[config.mk]
export PLATFORM = sky130hd
export DESIGN_NAME = oam_dma_flat
export DESIGN_NICKNAME = d
export VERILOG_FILES = /design/src/rtl/oam_dma_pkg.sv /design/src/rtl/oam_dma_if.sv /design/src/rtl/oam_dma.sv /design/src/flat_wrapper.sv
export SDC_FILE = /design/constraint.sdc
export NUM_CORES = 1
export LEC_CHECK = 0
export BUFFER_PORTS_ARGS = -buffer_cell sky130_fd_sc_hd__buf_2
export CAP_MARGIN = 0
export CORE_UTILIZATION = 50
export CTS_CLUSTER_SIZE = 25
export DETAILED_ROUTE_END_ITERATION = 10
export PLACE_DENSITY = 0.91
export SLEW_MARGIN = 20
export SYNTH_ARGS = -nofsm -noshare
export SYNTH_HDL_FRONTEND = slang
export SYNTH_SLANG_ARGS = --single-unit
[constraint.sdc]
create_clock -name clk -period 6.3 [get_ports clk]
set_clock_uncertainty 0.05 [all_clocks]
set_input_delay 0.63 -clock clk [delete_from_list [all_inputs] [get_ports clk]]
set_output_delay 0.63 -clock clk [all_outputs]
set_load 0.05 [all_outputs]
[src/rtl/oam_dma_pkg.sv]
// ============================================================================
// Module : oam_dma_pkg
// Brief  : Shared DMA state type, OAM/DMA address constants, echo-page helper.
// Rev    : 1.0
// ============================================================================
`default_nettype none

package oam_dma_pkg;

    localparam logic [15:0] OAM_DMA_addr = 16'hFF46;
    localparam logic [15:0] OAM_start    = 16'hFE00;
    localparam int          OAM_len      = 160;

    typedef enum logic [1:0] {
        IDLE  = 2'd0,
        START = 2'd1,
        XFER  = 2'd2
    } dma_state_t;

    // E000-FDFF mirrors C000-DDFF, so echo pages fold back by 0x20.
    function automatic logic [7:0] eff_hi(input logic [7:0] hi);
        return (hi >= 8'hE0) ? (hi - 8'h20) : hi;
    endfunction

endpackage

`default_nettype wire

[src/rtl/oam_dma_if.sv]
// ============================================================================
// Module : Bus_if
// Brief  : CPU register bus (address, write data/strobe, combinational rdata).
// Rev    : 1.0
// ============================================================================
`default_nettype none

interface Bus_if;
    logic [15:0] addr;
    logic [7:0]  wdata;
    logic [7:0]  rdata;
    logic        write_en;

    modport master (output addr, output wdata, output write_en, input rdata);
    modport slave  (input addr, input wdata, input write_en, output rdata);
    modport Peripheral_side (input addr, input wdata, input write_en, output rdata);
endinterface

`default_nettype wire

[src/rtl/oam_dma.sv]
// ============================================================================
// Module : oam_dma
// Brief  : FF46 register plus paced 160-byte copy from {FF46,00} into OAM.
// Rev    : 1.0
// ============================================================================
`default_nettype none

module oam_dma
    import oam_dma_pkg::*;
#(
    parameter int CYCLES_PER_BYTE = 4,
    parameter int DMA_LEN         = 160
) (
    input  logic           clk,
    input  logic           reset,
    Bus_if.Peripheral_side reg_bus,
    output logic [15:0]    dma_addr,
    output logic           dma_read_en,
    input  logic [7:0]     dma_rdata,
    output logic [7:0]     oam_addr,
    output logic [7:0]     oam_wdata,
    output logic           oam_write_en,
    output logic           dma_active
);

    localparam int            PW       = (CYCLES_PER_BYTE > 1) ? $clog2(CYCLES_PER_BYTE) : 1;
    localparam logic [PW-1:0] LAST_PH  = PW'(CYCLES_PER_BYTE - 1);
    localparam logic [7:0]    LAST_IDX = 8'(DMA_LEN - 1);

    dma_state_t    state_q, state_d;
    logic [PW-1:0] phase_q, phase_d;
    logic [7:0]    idx_q, idx_d;
    logic [7:0]    src_hi_q, src_hi_d;
    logic [15:0]   dma_addr_q, dma_addr_d;
    logic [7:0]    oam_addr_q, oam_addr_d;
    logic          strobe_q, strobe_d;
    logic          active_q;
    logic          ff46_wr;

    assign ff46_wr = reg_bus.write_en && (reg_bus.addr == OAM_DMA_addr);

    // A write in any state restarts; the current strobe is already registered,
    // so a byte whose write clock coincides with the restart still lands.
    always_comb begin
        state_d  = state_q;
        phase_d  = phase_q;
        idx_d    = idx_q;
        src_hi_d = ff46_wr ? reg_bus.wdata : src_hi_q;
        if (ff46_wr) begin
            state_d = START;
            phase_d = '0;
            idx_d   = '0;
        end else begin
            case (state_q)
                START: begin
                    if (phase_q == LAST_PH) begin
                        state_d = XFER;
                        phase_d = '0;
                    end else begin
                        phase_d = phase_q + 1'b1;
                    end
                end
                XFER: begin
                    if (phase_q == LAST_PH) begin
                        phase_d = '0;
                        if (idx_q == LAST_IDX) begin
                            state_d = IDLE;
                            idx_d   = '0;
                        end else begin
                            idx_d = idx_q + 8'd1;
                        end
                    end else begin
                        phase_d = phase_q + 1'b1;
                    end
                end
                default: state_d = IDLE;
            endcase
        end
    end

    always_comb begin
        strobe_d   = (state_d == XFER) && (phase_d == LAST_PH);
        dma_addr_d = (state_d == XFER) ? {eff_hi(src_hi_d), idx_d} : 16'h0000;
        oam_addr_d = (state_d == XFER) ? idx_d : 8'h00;
    end

    always_ff @(posedge clk) begin
        if (reset) begin
            state_q    <= IDLE;
            phase_q    <= '0;
            idx_q      <= '0;
            src_hi_q   <= 8'hFF;
            dma_addr_q <= '0;
            oam_addr_q <= '0;
            strobe_q   <= 1'b0;
            active_q   <= 1'b0;
        end else begin
            state_q    <= state_d;
            phase_q    <= phase_d;
            idx_q      <= idx_d;
            src_hi_q   <= src_hi_d;
            dma_addr_q <= dma_addr_d;
            oam_addr_q <= oam_addr_d;
            strobe_q   <= strobe_d;
            active_q   <= (state_d != IDLE);
        end
    end

    always_comb begin
        reg_bus.rdata = (reg_bus.addr == OAM_DMA_addr) ? src_hi_q : 8'hFF;
    end

    assign dma_addr     = dma_addr_q;
    assign oam_addr     = oam_addr_q;
    assign dma_read_en  = strobe_q;
    assign oam_write_en = strobe_q;
    assign dma_active   = active_q;
    assign oam_wdata    = strobe_q ? dma_rdata : 8'h00;

endmodule

`default_nettype wire

[src/flat_wrapper.sv]
// flat-port wrapper written by rule: the top's interface ports become plain ports
module oam_dma_flat import oam_dma_pkg::*;
#(
    parameter int CYCLES_PER_BYTE = 4,
    parameter int DMA_LEN         = 160
)
  (clk, reset, dma_addr, dma_read_en, dma_rdata, oam_addr, oam_wdata, oam_write_en, dma_active, reg_bus_addr, reg_bus_wdata, reg_bus_write_en, reg_bus_rdata);
  Bus_if reg_bus_i ();
  input  logic clk;
  input  logic reset;
  output logic [15:0] dma_addr;
  output logic dma_read_en;
  input  logic [7:0] dma_rdata;
  output logic [7:0] oam_addr;
  output logic [7:0] oam_wdata;
  output logic oam_write_en;
  output logic dma_active;
  input wire logic [$bits(reg_bus_i.addr)-1:0] reg_bus_addr;
  input wire logic [$bits(reg_bus_i.wdata)-1:0] reg_bus_wdata;
  input wire logic [$bits(reg_bus_i.write_en)-1:0] reg_bus_write_en;
  output wire logic [$bits(reg_bus_i.rdata)-1:0] reg_bus_rdata;
  assign reg_bus_i.addr = reg_bus_addr;
  assign reg_bus_i.wdata = reg_bus_wdata;
  assign reg_bus_i.write_en = reg_bus_write_en;
  assign reg_bus_rdata = reg_bus_i.rdata;
  oam_dma #(.CYCLES_PER_BYTE(CYCLES_PER_BYTE), .DMA_LEN(DMA_LEN)) u_core (.clk(clk), .reset(reset), .reg_bus(reg_bus_i), .dma_addr(dma_addr), .dma_read_en(dma_read_en), .dma_rdata(dma_rdata), .oam_addr(oam_addr), .oam_wdata(oam_wdata), .oam_write_en(oam_write_en), .dma_active(dma_active));
endmodule
[Word-level counts from Yosys, hierarchy flattened]
Index checks and enable logic that the tools add are counted.
Storage, ports and cells
  bits in registers: 46
  output and inout port bits: 43
  word-level logic and storage cells: 41
Operators by class
  $add $sub $neg: 3
  order comparisons: 1
  equal/unequal tests: 7
  muxes and demuxes: 16
  bitwise gates (word level): 1
  reduce and logical (&&, ||, !) cells: 5
Operators by type and width (count)
  $mux W8: 8
  $eq A16 B16 Y1 const B: 1
  $mux W2: 7
  $add A8 B1 Y8 const B: 1
  $eq A2 B2 Y1 const B: 4
  $eq A8 B8 Y1 const B: 1
  $ge A8 B8 Y1 const B: 1
  $sub A8 B6 Y8 const B: 1
  $pmux W2 S2: 1
  $reduce_or A2 Y1: 2
  $add A2 B1 Y2 const B: 1
  $eq A2 B1 Y1 const B: 1
  $logic_and A1 B1 Y1: 2
  $reduce_bool A2 Y1: 1
  $not A1 Y1: 1

[Depth between registers and ports, before layout]
Gate-level depths: netlist of run 1.
  word-level depth: 8
  depth in mapped cells: 9
  gate-level depth less buffers: 8

[Worst setup path after synthesis of run 1]
OpenSTA, ideal clock, no wires.
  kind: input port to output port
  from: input reg_bus_addr[5]
  to: output reg_bus_rdata[4]
  data arrival time: 2.271 ns
  slack: 3.349 ns
  stages on the path: 4
  buffers on the path: 1
  cell sequence: or4b_4 nor4_2 buf_2 nand2b_1
On the way
  cells in the longest elaborated chain, start to end: 2
Ends and longest elaborated chain
  start, declared: RTL line flat_wrapper.sv:18  | input wire logic [$bits(reg_bus_i.addr)-1:0] reg_bus_addr;
  $eq A16 B16 Y1: RTL line oam_dma.sv:110  | reg_bus.rdata = (reg_bus.addr == OAM_DMA_addr) ? src_hi_q : 8'hFF;
  $mux W8: RTL line oam_dma.sv:110
  end, declared: RTL line flat_wrapper.sv:21  | output wire logic [$bits(reg_bus_i.rdata)-1:0] reg_bus_rdata;
No other way between the ends.

[Worst setup path after layout of run 1]
  from: input reg_bus_addr[5]
  to: output reg_bus_rdata[5]
Same word-level chain as after synthesis.

==> run metrics, run 1 <==
status finished clean; Clock transition at path regs roughly 0.11 ns; WP data required roughly 5.6 ns; fill count 308; pin count of the biggest net entering global routing 19; Worst-Margin Slew 0.6916 ns; starting density of the core 0.5242; Synth area leader dfxtp_1; CTS H-Tree Depth 2; fmax 0.3156 GHz; Post-CTS Resized 0; Critical Path Start reg_bus_addr[5]; global-route wire length before repair 6182 um; worst rel slew slack 0.5351; Placeable Area between 3000 and 4000 um2; Max Slew Vio Count 0; via count 1677; share of cells above drive strength 1 0.3382; startpoint of the worst hold path u_core.src_hi_q[3]; Syn Nets around 240; number of global-route vias before repair about 1500; switching share of power 0.2053; DRT iter0 DRCs 62; CP max FO 9; Antenna Nets Post-Route 0; post-route cell area 2172 um2; CTS max path bufs 2; root buf cell clkbuf_4; Vias/cell approximately 5.3; DP HPWL 2892 um; Clk network pwr share 0.385; detailed-route DRC error count 0; Hold WC Path Type reg2reg; FF-to-FF Start u_core.idx_q[0]; Setup violations, final 0; Worst setup EP type primary output; count of cell types in the netlist 39; P&R area growth vs syn 24.18%; clock period minus worst slack 3.169 ns; sequential share of the synthesized area 0.4349; routed len/inst roughly 12 um; Syn Inst Count 202; PortBufs between 70 and 80; Mean Syn Cell Area just under 9 um2; Clock Latency Late Sink 0.34 ns; Post-Route WL 3842 um; setup TNS 0 ns; flop-to-flop setup slack ~4.3 ns; Reg2Reg Depth 5; most frequent cells in the layout 77 x buf_2, 38 x dfxtp_1, 26 x nand3_1; Worst VDD drop 0.0001311 V; RR Endpoint u_core.oam_addr[1]; ranking of synthesized cells by area dfxtp_1 43%, nand3_1 7.4%, and2_1 4.6%; RSZ-0062 raised after global routing no; hold path cells 2; Die Footprint 3739 um2; crit path launch type primary input; DIE HEIGHT approximately 61 um; combinational cell fraction of total power 0.038; critical path arrival between 2 and 2.5 ns; Cells after DPL just over 300; TritonCTS clock tree built; leak pwr roughly 1.0 nW; # clock sinks 38; num rows 21; antenna cells 0; crit share post-route 0.5030; max-cap viol count 0; initial antenna violation count 0; power per cell area 191.7 nW/um2; FF+latch count, synth 38; Yosys warnings 0; gr usage total 0.2237; IO Count 78; Hold Vio Cnt, Final 0; Die Span X around 61 um; sequential share of power 0.577; Hold EP u_core.dma_addr[11]; Cell Count, Final, Fillers Out 318; gr ovfl total 0; placed cell areas 2095 um2; gp weighted congestion ~0.84; cts hold-fix bufs 0; Num CTS Buffers 5; mapped cell area between 1500 and 2000 um2; P_sw 85.48 uW; TritonRoute pass-1 iters 4; top cell type's share of synthesized area 0.4349; NumNets Final roughly 310; Post-CTS Setup Bufs 0; critical setup path kind in2out; commonest non-fill, non-tap cell in the layout buf_2; Int Pwr approximately 330 uW
[layer usage]
layer  routed length [um]  global-route usage  up-vias  part of all wire
met5                    0                   0        -                 0
met3                  174             0.04412        6             0.045
li1                     -                   -      849                 -
met4                   49             0.09416        0             0.013
met1                 1639              0.2536      770              0.43
met2                 1978              0.4068       52              0.51
[state kept, by name, indices dropped and copies added (netlist names)]
| signal | flops |
|---|---|
| u_core.dma_active | 1 |
| u_core.dma_addr | 9 |
| u_core.dma_read_en | 1 |
| u_core.idx_q | 8 |
| u_core.oam_addr | 7 |
| u_core.phase_q | 2 |
| u_core.src_hi_q | 8 |
| u_core.state_q | 2 |
[how the worst max path moves through the flow]
stage / cells after the start / end / slack, ns
after floorplan: 4 / reg_bus_rdata[4] / 3.35
after global routing: 6 / reg_bus_rdata[5] / 3.00
after detailed placement: 6 / reg_bus_rdata[5] / 3.11
after CTS: 6 / reg_bus_rdata[5] / 3.11
final: 6 / reg_bus_rdata[5] / 3.13
after global placement: 6 / reg_bus_rdata[7] / 3.20
[cell usage after synthesis (all sizes together)]
master and count:
clkbuf 4, or4 2, a211o 1, nor2 15
nand2 14, nand4b 2, or3b 1, inv 5
nor3b 1, o32a 1, xor2 2, ha 5
and4 1, clkinv 1, nand3 26, xnor2 1
and3 1, a21oi 6, buf 12, mux2i 2
o211ai 2, nand4 3, nand4bb 1, or4b 1
o2111ai 1, dfxtp 38, and2 13, nor3 14
o21ai 11, a211oi 2, a32oi 1, a31oi 3
nor4 1, nand2b 8
[final cells by class]
cell class	instances	area [um2]	area share
repair buffers	78	392.9	0.1809
multi-input cells	142	860.8	0.3963
flip-flops and latches	38	760.7	0.3502
clock buffers	5	37.54	0.01728
clock inverters	3	40.04	0.01843
well taps	46	57.56	0.02650
inverters	6	22.52	0.01037
[power groups by stage]
| stage | clock network [mW] | registers (mW) | logic [mW] |
|---|---|---|---|
| 3_3_place_gp | 0 | 0.246 | 0.0154 |
| 6_report | 0.160 | 0.240 | 0.0158 |
| 2_1_floorplan | 0 | 0.246 | 0.00454 |
| 5_1_grt | 0.174 | 0.240 | 0.0175 |
| 4_1_cts | 0.162 | 0.240 | 0.0159 |
| 3_5_place_dp | 0 | 0.246 | 0.0159 |
[cell families (layout without fill, tap and decap cells)]
logic type / count (synthesis) / after routing / synth area share
AOI/OAI and AO/OA: 28 / 28 / 0.1094
xor gates and xnor gates: 3 / 3 / 0.01502
adders and majority gates: 5 / 5 / 0.03577
buffers and inverters: 22 / 92 / 0.07295
DFF: 38 / 38 / 0.4349
muxes: 2 / 2 / 0.01145
and+or+nand+nor: 104 / 104 / 0.3205
[critical path, cell delays in order]
cell      delay, ns
buf_2          0.10
or4b_4         0.53
nor4_2         0.66
buf_4          0.28
nand2b_1       0.07
buf_2          0.21
[metrics by stage]
| stage | hold WS (ns) | worst slack [ns] | power (mW) | utilization |
|---|---|---|---|---|
| final | 0.4169 | 3.131 | 0.4163 | 0.6509 |
| after global routing | 0.4210 | 2.996 | 0.4321 | 0.6509 |
| after CTS | 0.4127 | 3.114 | 0.4179 | 0.6509 |
| after detailed placement | 0.3944 | 3.113 | 0.2615 | 0.6277 |
| after global placement | 0.3921 | 3.204 | 0.2610 | 0.6277 |
| after floorplan | 0.3763 | 3.349 | 0.2501 | - |
Power figures use the tool's default switching activity.
==> run 2: changes to the inputs <==
--- a/config.mk
+++ b/config.mk
@@ -7,10 +7,10 @@
 export LEC_CHECK = 0
 export BUFFER_PORTS_ARGS = -buffer_cell sky130_fd_sc_hd__buf_2
 export CAP_MARGIN = 0
-export CORE_UTILIZATION = 50
+export CORE_UTILIZATION = 42
 export CTS_CLUSTER_SIZE = 25
 export DETAILED_ROUTE_END_ITERATION = 10
-export PLACE_DENSITY = 0.91
+export PLACE_DENSITY = 0.82
 export SLEW_MARGIN = 20
 export SYNTH_ARGS = -nofsm -noshare
 export SYNTH_HDL_FRONTEND = slang
==> constraint.sdc (replaced) <==
create_clock -name clk -period 2.8 [get_ports clk]
set_clock_uncertainty 0.05 [all_clocks]
set_input_delay 0.28 -clock clk [delete_from_list [all_inputs] [get_ports clk]]
set_output_delay 0.28 -clock clk [all_outputs]
set_load 0.05 [all_outputs]
==> run 2 against run 1 <==
  * First-iteration DRC count decreased by 1.6%
  * Sequential cell count unchanged
  * Die area rose by 18%
  * Register-to-register slack lost 3.5 ns
  * Critical path depth unchanged
  * Core utilization fell by 8.9 points
  * Final cell count up 1.6%
  * Clock power increased to 3.6 times the previous value
  * Non-clock buffer count up 1
  * Sequential power is 130% higher
  * Hold slack got worse by 0.29 ns
  * Via count is 1.8% lower
==> run metrics, run 2 (synthesis results as in run 1) <==
DRT iter0 DRCs 61 (-1.6%); P&R area growth vs syn 28.61%; commonest non-fill, non-tap cell in the layout buf_2; WP data required 2.47 ns (-3.15 ns); most frequent cells in the layout 77 x buf_2, 38 x dfxtp_1, 26 x nand3_1; detailed-route DRC error count 0 (unchanged); DIE HEIGHT 66.54 um (+8.8%); Max Slew Vio Count 0 (unchanged); CTS H-Tree Depth 2 (unchanged); Post-CTS Resized 0 (unchanged); initial antenna violation count 0 (unchanged); Hold WC Path Type in2reg; Clock transition at path regs 0.07 ns (-0.04 ns); share of cells above drive strength 1 0.3407 (+0.002424); Final Power 1.143 mW (+170%); critical path, cell by cell buf_2, or4b_4, nor4_2, buf_4, nand2b_1, buf_2; gr ovfl total 0 (unchanged); clock period minus worst slack 2.343 ns; met3 usage 0.05993 (+0.01581); via count 1647 (-1.8%); Post-Route WL 3772 um (-1.8%); gr usage total 0.1797 (-0.04401); Vias/cell 5.099 (-3.3%); Die Footprint 4427 um2 (+18%); global-route wire length before repair 5913 um (-4.4%); pin count of the biggest net entering global routing 19 (unchanged); # clock sinks 38 (unchanged); setup TNS 0 ns (unchanged); starting density of the core 0.4373 (-0.08690); most used cell, CP buf_2; NumNets Final 312 (+0.32%); DP HPWL 2829 um (-2.2%); number of global-route vias before repair 1370 (-7.2%); CTS max path bufs 2 (unchanged); Antenna Nets Post-Route 0 (unchanged); crit path launch type primary input; Hold Vio Cnt, Final 0 (unchanged); gp weighted congestion 0.8121 (-3.0%); Worst setup EP type primary output; fmax approximately 0.43 GHz; Placeable Area 4000 um2 (+20%); TritonCTS clock tree built; max-cap viol count 0 (unchanged); antenna cells 0 (unchanged); placed cell areas 2107 um2 (+0.60%); crit share post-route 0.8367; cts hold-fix bufs 0 (unchanged); CP max FO 12 (+3); critical setup path kind in2out; status finished clean; PortBufs 77 (unchanged); worst rel slew slack 0.5989 (+0.06381); Post-CTS Setup Bufs 0 (unchanged); Num CTS Buffers 5 (unchanged); met1 usage 0.2137 (-0.03987); flop-to-flop setup slack 0.77 ns (-3.48 ns); met2 Usage GRT 0.2997 (-0.1071); Setup violations, final 0 (unchanged); RSZ-0062 raised after global routing no; Clock Latency Late Sink 0.29 ns (-0.05 ns); Largest register FFs 9 (unchanged); routed len/inst 11.68 um (-3.3%); CP peak stage delay 0.54 ns (-0.12 ns); root buf cell clkbuf_8; critical path arrival 2.01 ns (-0.48 ns); power per cell area 508.1 nW/um2 (+170%); GR peak layer met2; post-route cell area 2250 um2 (+3.6%); leak pwr 1.034 nW (+3.0%); num rows 23 (+9.5%); Worst-Margin Slew 0.6003 ns (-0.09126 ns); Worst path slowest cell nor4_2; Worst VDD drop 0.0003352 V (+160%); Die Span X 66.54 um (+8.8%); IO Count 78 (unchanged); TritonRoute pass-1 iters 4 (unchanged)
## run 2: power breakdown
group | leakage [nW] | switching (mW) | internal [mW]
combinational | 0.657 | 0.0163 | 0.0191
clock | 0.0714 | 0.188 | 0.380
sequential | 0.306 | 0.00000182 | 0.540
## run 2: critical path, delay by kind of cell
| family | cells | cell delay, ns |
|---|---|---|
| AND/OR/NAND/NOR | 3 | 1.14 |
| buffers and inverters | 3 | 0.58 |
## run 2: per-layer routing
| layer | part of all wire | wire length, um | up-vias |
|---|---|---|---|
| met5 | 0 | 0 | - |
| met4 | 0.017 | 66 | 0 |
| met3 | 0.049 | 186 | 6 |
| met2 | 0.48 | 1808 | 57 |
| met1 | 0.45 | 1711 | 742 |
| li1 | - | - | 842 |
## run 2: final cells by class
type	count	area [um2]
clock inverters	2	60.06
fillers	365	1750
flip-flops and latches	38	760.7
clock buffers	6	82.58
multi-input cells	142	860.8
repair buffers	79	400.4
inverters	6	22.52
well taps	50	62.56
## run 2: path summary, 6_finish.rpt
check | startpoint | to | cells past startpoint
hold reg to reg | u_core.src_hi_q[3] | u_core.dma_addr[11] | 2
setup / recovery | reg_bus_addr[5] | reg_bus_rdata[4] | 6
hold / removal | reset | u_core.state_q[0] | 2
setup reg to reg | u_core.state_q[0] | u_core.oam_addr[3] | 6
## run 2: per-stage QoR
step,setup WS (ns),instances,hold WS (ns),util
6_report,0.4572,323,0.1277,0.5624
5_1_grt,0.3657,323,0.1215,0.5624
4_1_cts,0.4703,323,0.1237,0.5624
3_5_place_dp,0.3209,315,0.3949,0.5267
3_3_place_gp,0.3580,315,0.3896,0.5267
2_1_floorplan,0.4370,202,0.2991,-
==> run 3: changes to the inputs <==
--- a/config.mk
+++ b/config.mk
@@ -7,10 +7,10 @@
 export LEC_CHECK = 0
 export BUFFER_PORTS_ARGS = -buffer_cell sky130_fd_sc_hd__buf_2
 export CAP_MARGIN = 0
-export CORE_UTILIZATION = 42
+export CORE_UTILIZATION = 46
 export CTS_CLUSTER_SIZE = 25
 export DETAILED_ROUTE_END_ITERATION = 10
-export PLACE_DENSITY = 0.82
+export PLACE_DENSITY = 0.85
 export SLEW_MARGIN = 20
 export SYNTH_ARGS = -nofsm -noshare
 export SYNTH_HDL_FRONTEND = slang
==> constraint.sdc (replaced) <==
create_clock -name clk -period 2.25 [get_ports clk]
set_clock_uncertainty 0.05 [all_clocks]
set_input_delay 0.225 -clock clk [delete_from_list [all_inputs] [get_ports clk]]
set_output_delay 0.225 -clock clk [all_outputs]
set_load 0.05 [all_outputs]
==> run 3 against run 2 <==
  * Clock-buffer cell count rose by 1
  * Sequential share of layout area fell by 0.41 points
  * Via count rose by 2.2%
  * Register-to-register slack got worse by 0.39 ns
  * Core utilization rose by 6.0 points
  * First-iteration DRC count rose by 30%
  * Global-route usage rose by 3.2 points
  * Cell area rose by 1.2%
  * Wire length rose by 4.8%
  * Sequential cell count did not move
  * Setup slack got worse by 0.28 ns
  * Largest power group is now sequential cells
  * Highest routed layer unchanged
==> run metrics, run 3 (synthesis results as in run 1) <==
status finished clean; critical setup path kind in2out; CTS H-Tree Depth 2 (unchanged); TritonCTS clock tree built; antenna cells 0 (unchanged); CP max FO 15 (+3); Antenna Nets Post-Route 0 (unchanged); cts hold-fix bufs 0 (unchanged); Post-CTS Resized 0 (unchanged); DP HPWL 3023 um (+6.9%); starting density of the core 0.4778 (+0.04050); detailed-route DRC error count 0 (unchanged); Reg2Reg Depth 5 (-1); Clock transition at path regs 0.06 ns (about the same); placed cell areas 2186 um2 (+3.7%); gr usage total 0.2120 (+0.03235); Die Footprint 4053 um2 (-8.4%); FF-to-FF Start u_core.idx_q[0]; # clock sinks 38 (unchanged); Worst setup EP type primary output; commonest non-fill, non-tap cell in the layout buf_2; DIE HEIGHT 63.67 um (-4.3%); Layout Utilization 0.6220 (+0.05961); Placeable Area 3661 um2 (-8.5%); fmax around 0.48 GHz; crit path launch type primary input; WP data required 1.98 ns (-0.49 ns); Die Span X 63.67 um (-4.3%); power per cell area 524.8 nW/um2 (+3.3%); Critical Path Start reg_bus_addr[5]; gr ovfl total 0 (unchanged); Vias/cell 5.147 (+0.94%); Worst-Margin Slew 0.4385 ns (-0.1618 ns); TritonRoute pass-1 iters 4 (unchanged); global-route wire length before repair 6693 um (+13%); RR Endpoint u_core.oam_addr[1]; P&R area growth vs syn 30.19%; number of global-route vias before repair 1583 (+16%); NumNets Final 318 (+1.9%); leak pwr 1.056 nW (+2.1%); Setup violations, final 0 (unchanged); max-cap viol count 0 (unchanged); Post-CTS Setup Bufs 0 (unchanged); initial antenna violation count 0 (unchanged); crit share post-route 0.9221; RSZ-0062 raised after global routing no; share of cells above drive strength 1 0.3620 (+0.02135); Largest register FFs 9 (unchanged); most frequent cells in the layout 77 x buf_2, 38 x dfxtp_1, 26 x nand3_1; flop-to-flop setup slack 0.38 ns (-0.39 ns); CTS max path bufs 2 (unchanged); PortBufs 77 (unchanged); gp weighted congestion 0.8456 (+4.1%); Cell Count, Final, Fillers Out 327 (+1.2%); Worst VDD drop 0.0004894 V (+46%); post-route cell area 2277 um2 (+1.2%); setup TNS 0 ns (unchanged); num rows 22 (-4.3%); Post-Route WL 3953 um (+4.8%); Clock Latency Late Sink 0.29 ns (about the same); IO Count 78 (unchanged); routed len/inst 12.09 um (+3.5%); critical path arrival 1.80 ns (-0.21 ns); Max Slew Vio Count 0 (unchanged); Hold WC Path Type in2reg; worst rel slew slack 0.7070 (+0.1081); root buf cell clkbuf_8; pin count of the biggest net entering global routing 19 (unchanged); Final Power 1.195 mW (+4.5%); Cells after DPL 319 (+1.3%); clock period minus worst slack 2.075 ns; via count 1683 (+2.2%); Hold Vio Cnt, Final 0 (unchanged); Num CTS Buffers 5 (unchanged); DRT iter0 DRCs 79 (+30%); Critical path destination reg_bus_rdata[0]
run 3: changes by cell type in the layout (fill, tap and decap cells not counted), sizes merged:
cell and change:
bufinv -2, buf +6, clkinv +1, clkbuf +1
run 3: through the flow:
stage          setup WS (ns)  hold slack, ns
2_1_floorplan        0.01252          0.2441
3_3_place_gp        -0.04329          0.3816
3_5_place_dp         -0.1022          0.3853
4_1_cts               0.1676         0.07890
5_1_grt              0.06772         0.07543
6_report              0.1752         0.09793
run 3: worst min-delay path by stage:
stage                                   end  slack (ns)  start  cells after the start
final                     u_core.dma_active         0.1  reset                      2
after global routing      u_core.state_q[0]        0.08  reset                      2
after CTS                 u_core.state_q[0]        0.08  reset                      2
after detailed placement  u_core.dma_active        0.39  reset                      2
after global placement    u_core.state_q[0]        0.38  reset                      2
after floorplan           u_core.state_q[0]        0.24  reset                      1
run 3: per-layer routing:
metal	vias up	part of all wire	global-route usage
li1	857	-	-
met1	772	0.44	0.2425
met2	48	0.51	0.3604
met3	6	0.045	0.07065
met4	0	0.011	0.08239
met5	-	0	0
run 3: layout make-up:
cell class                 instances  area (um2)
fill                             314        1384
multi-input combinational        142       872.1
sequential                        38       760.7
timing repair buffer              85       470.5
clock buffer                       7       86.33
tap                               48       60.06
inverter                           6       22.52
clock inverter                     1       5.005
run 3: where the power goes:
part / internal [mW] / leakage (nW) / switching, mW / total, mW
sequential: 0.672 / 0.306 / 0.00000265 / 0.672
clock: 0.247 / 0.0482 / 0.226 / 0.473
combinational: 0.0272 / 0.701 / 0.0228 / 0.0500
total: 0.946 / 1.06 / 0.249 / 1.20
run 3: worst max-delay path, cell delays in order:
cell and delay [ns]:
buf_2 0.09, or4b_4 0.54, nor4_2 0.38, buf_4 0.26
nand2b_1 0.08, buf_2 0.21
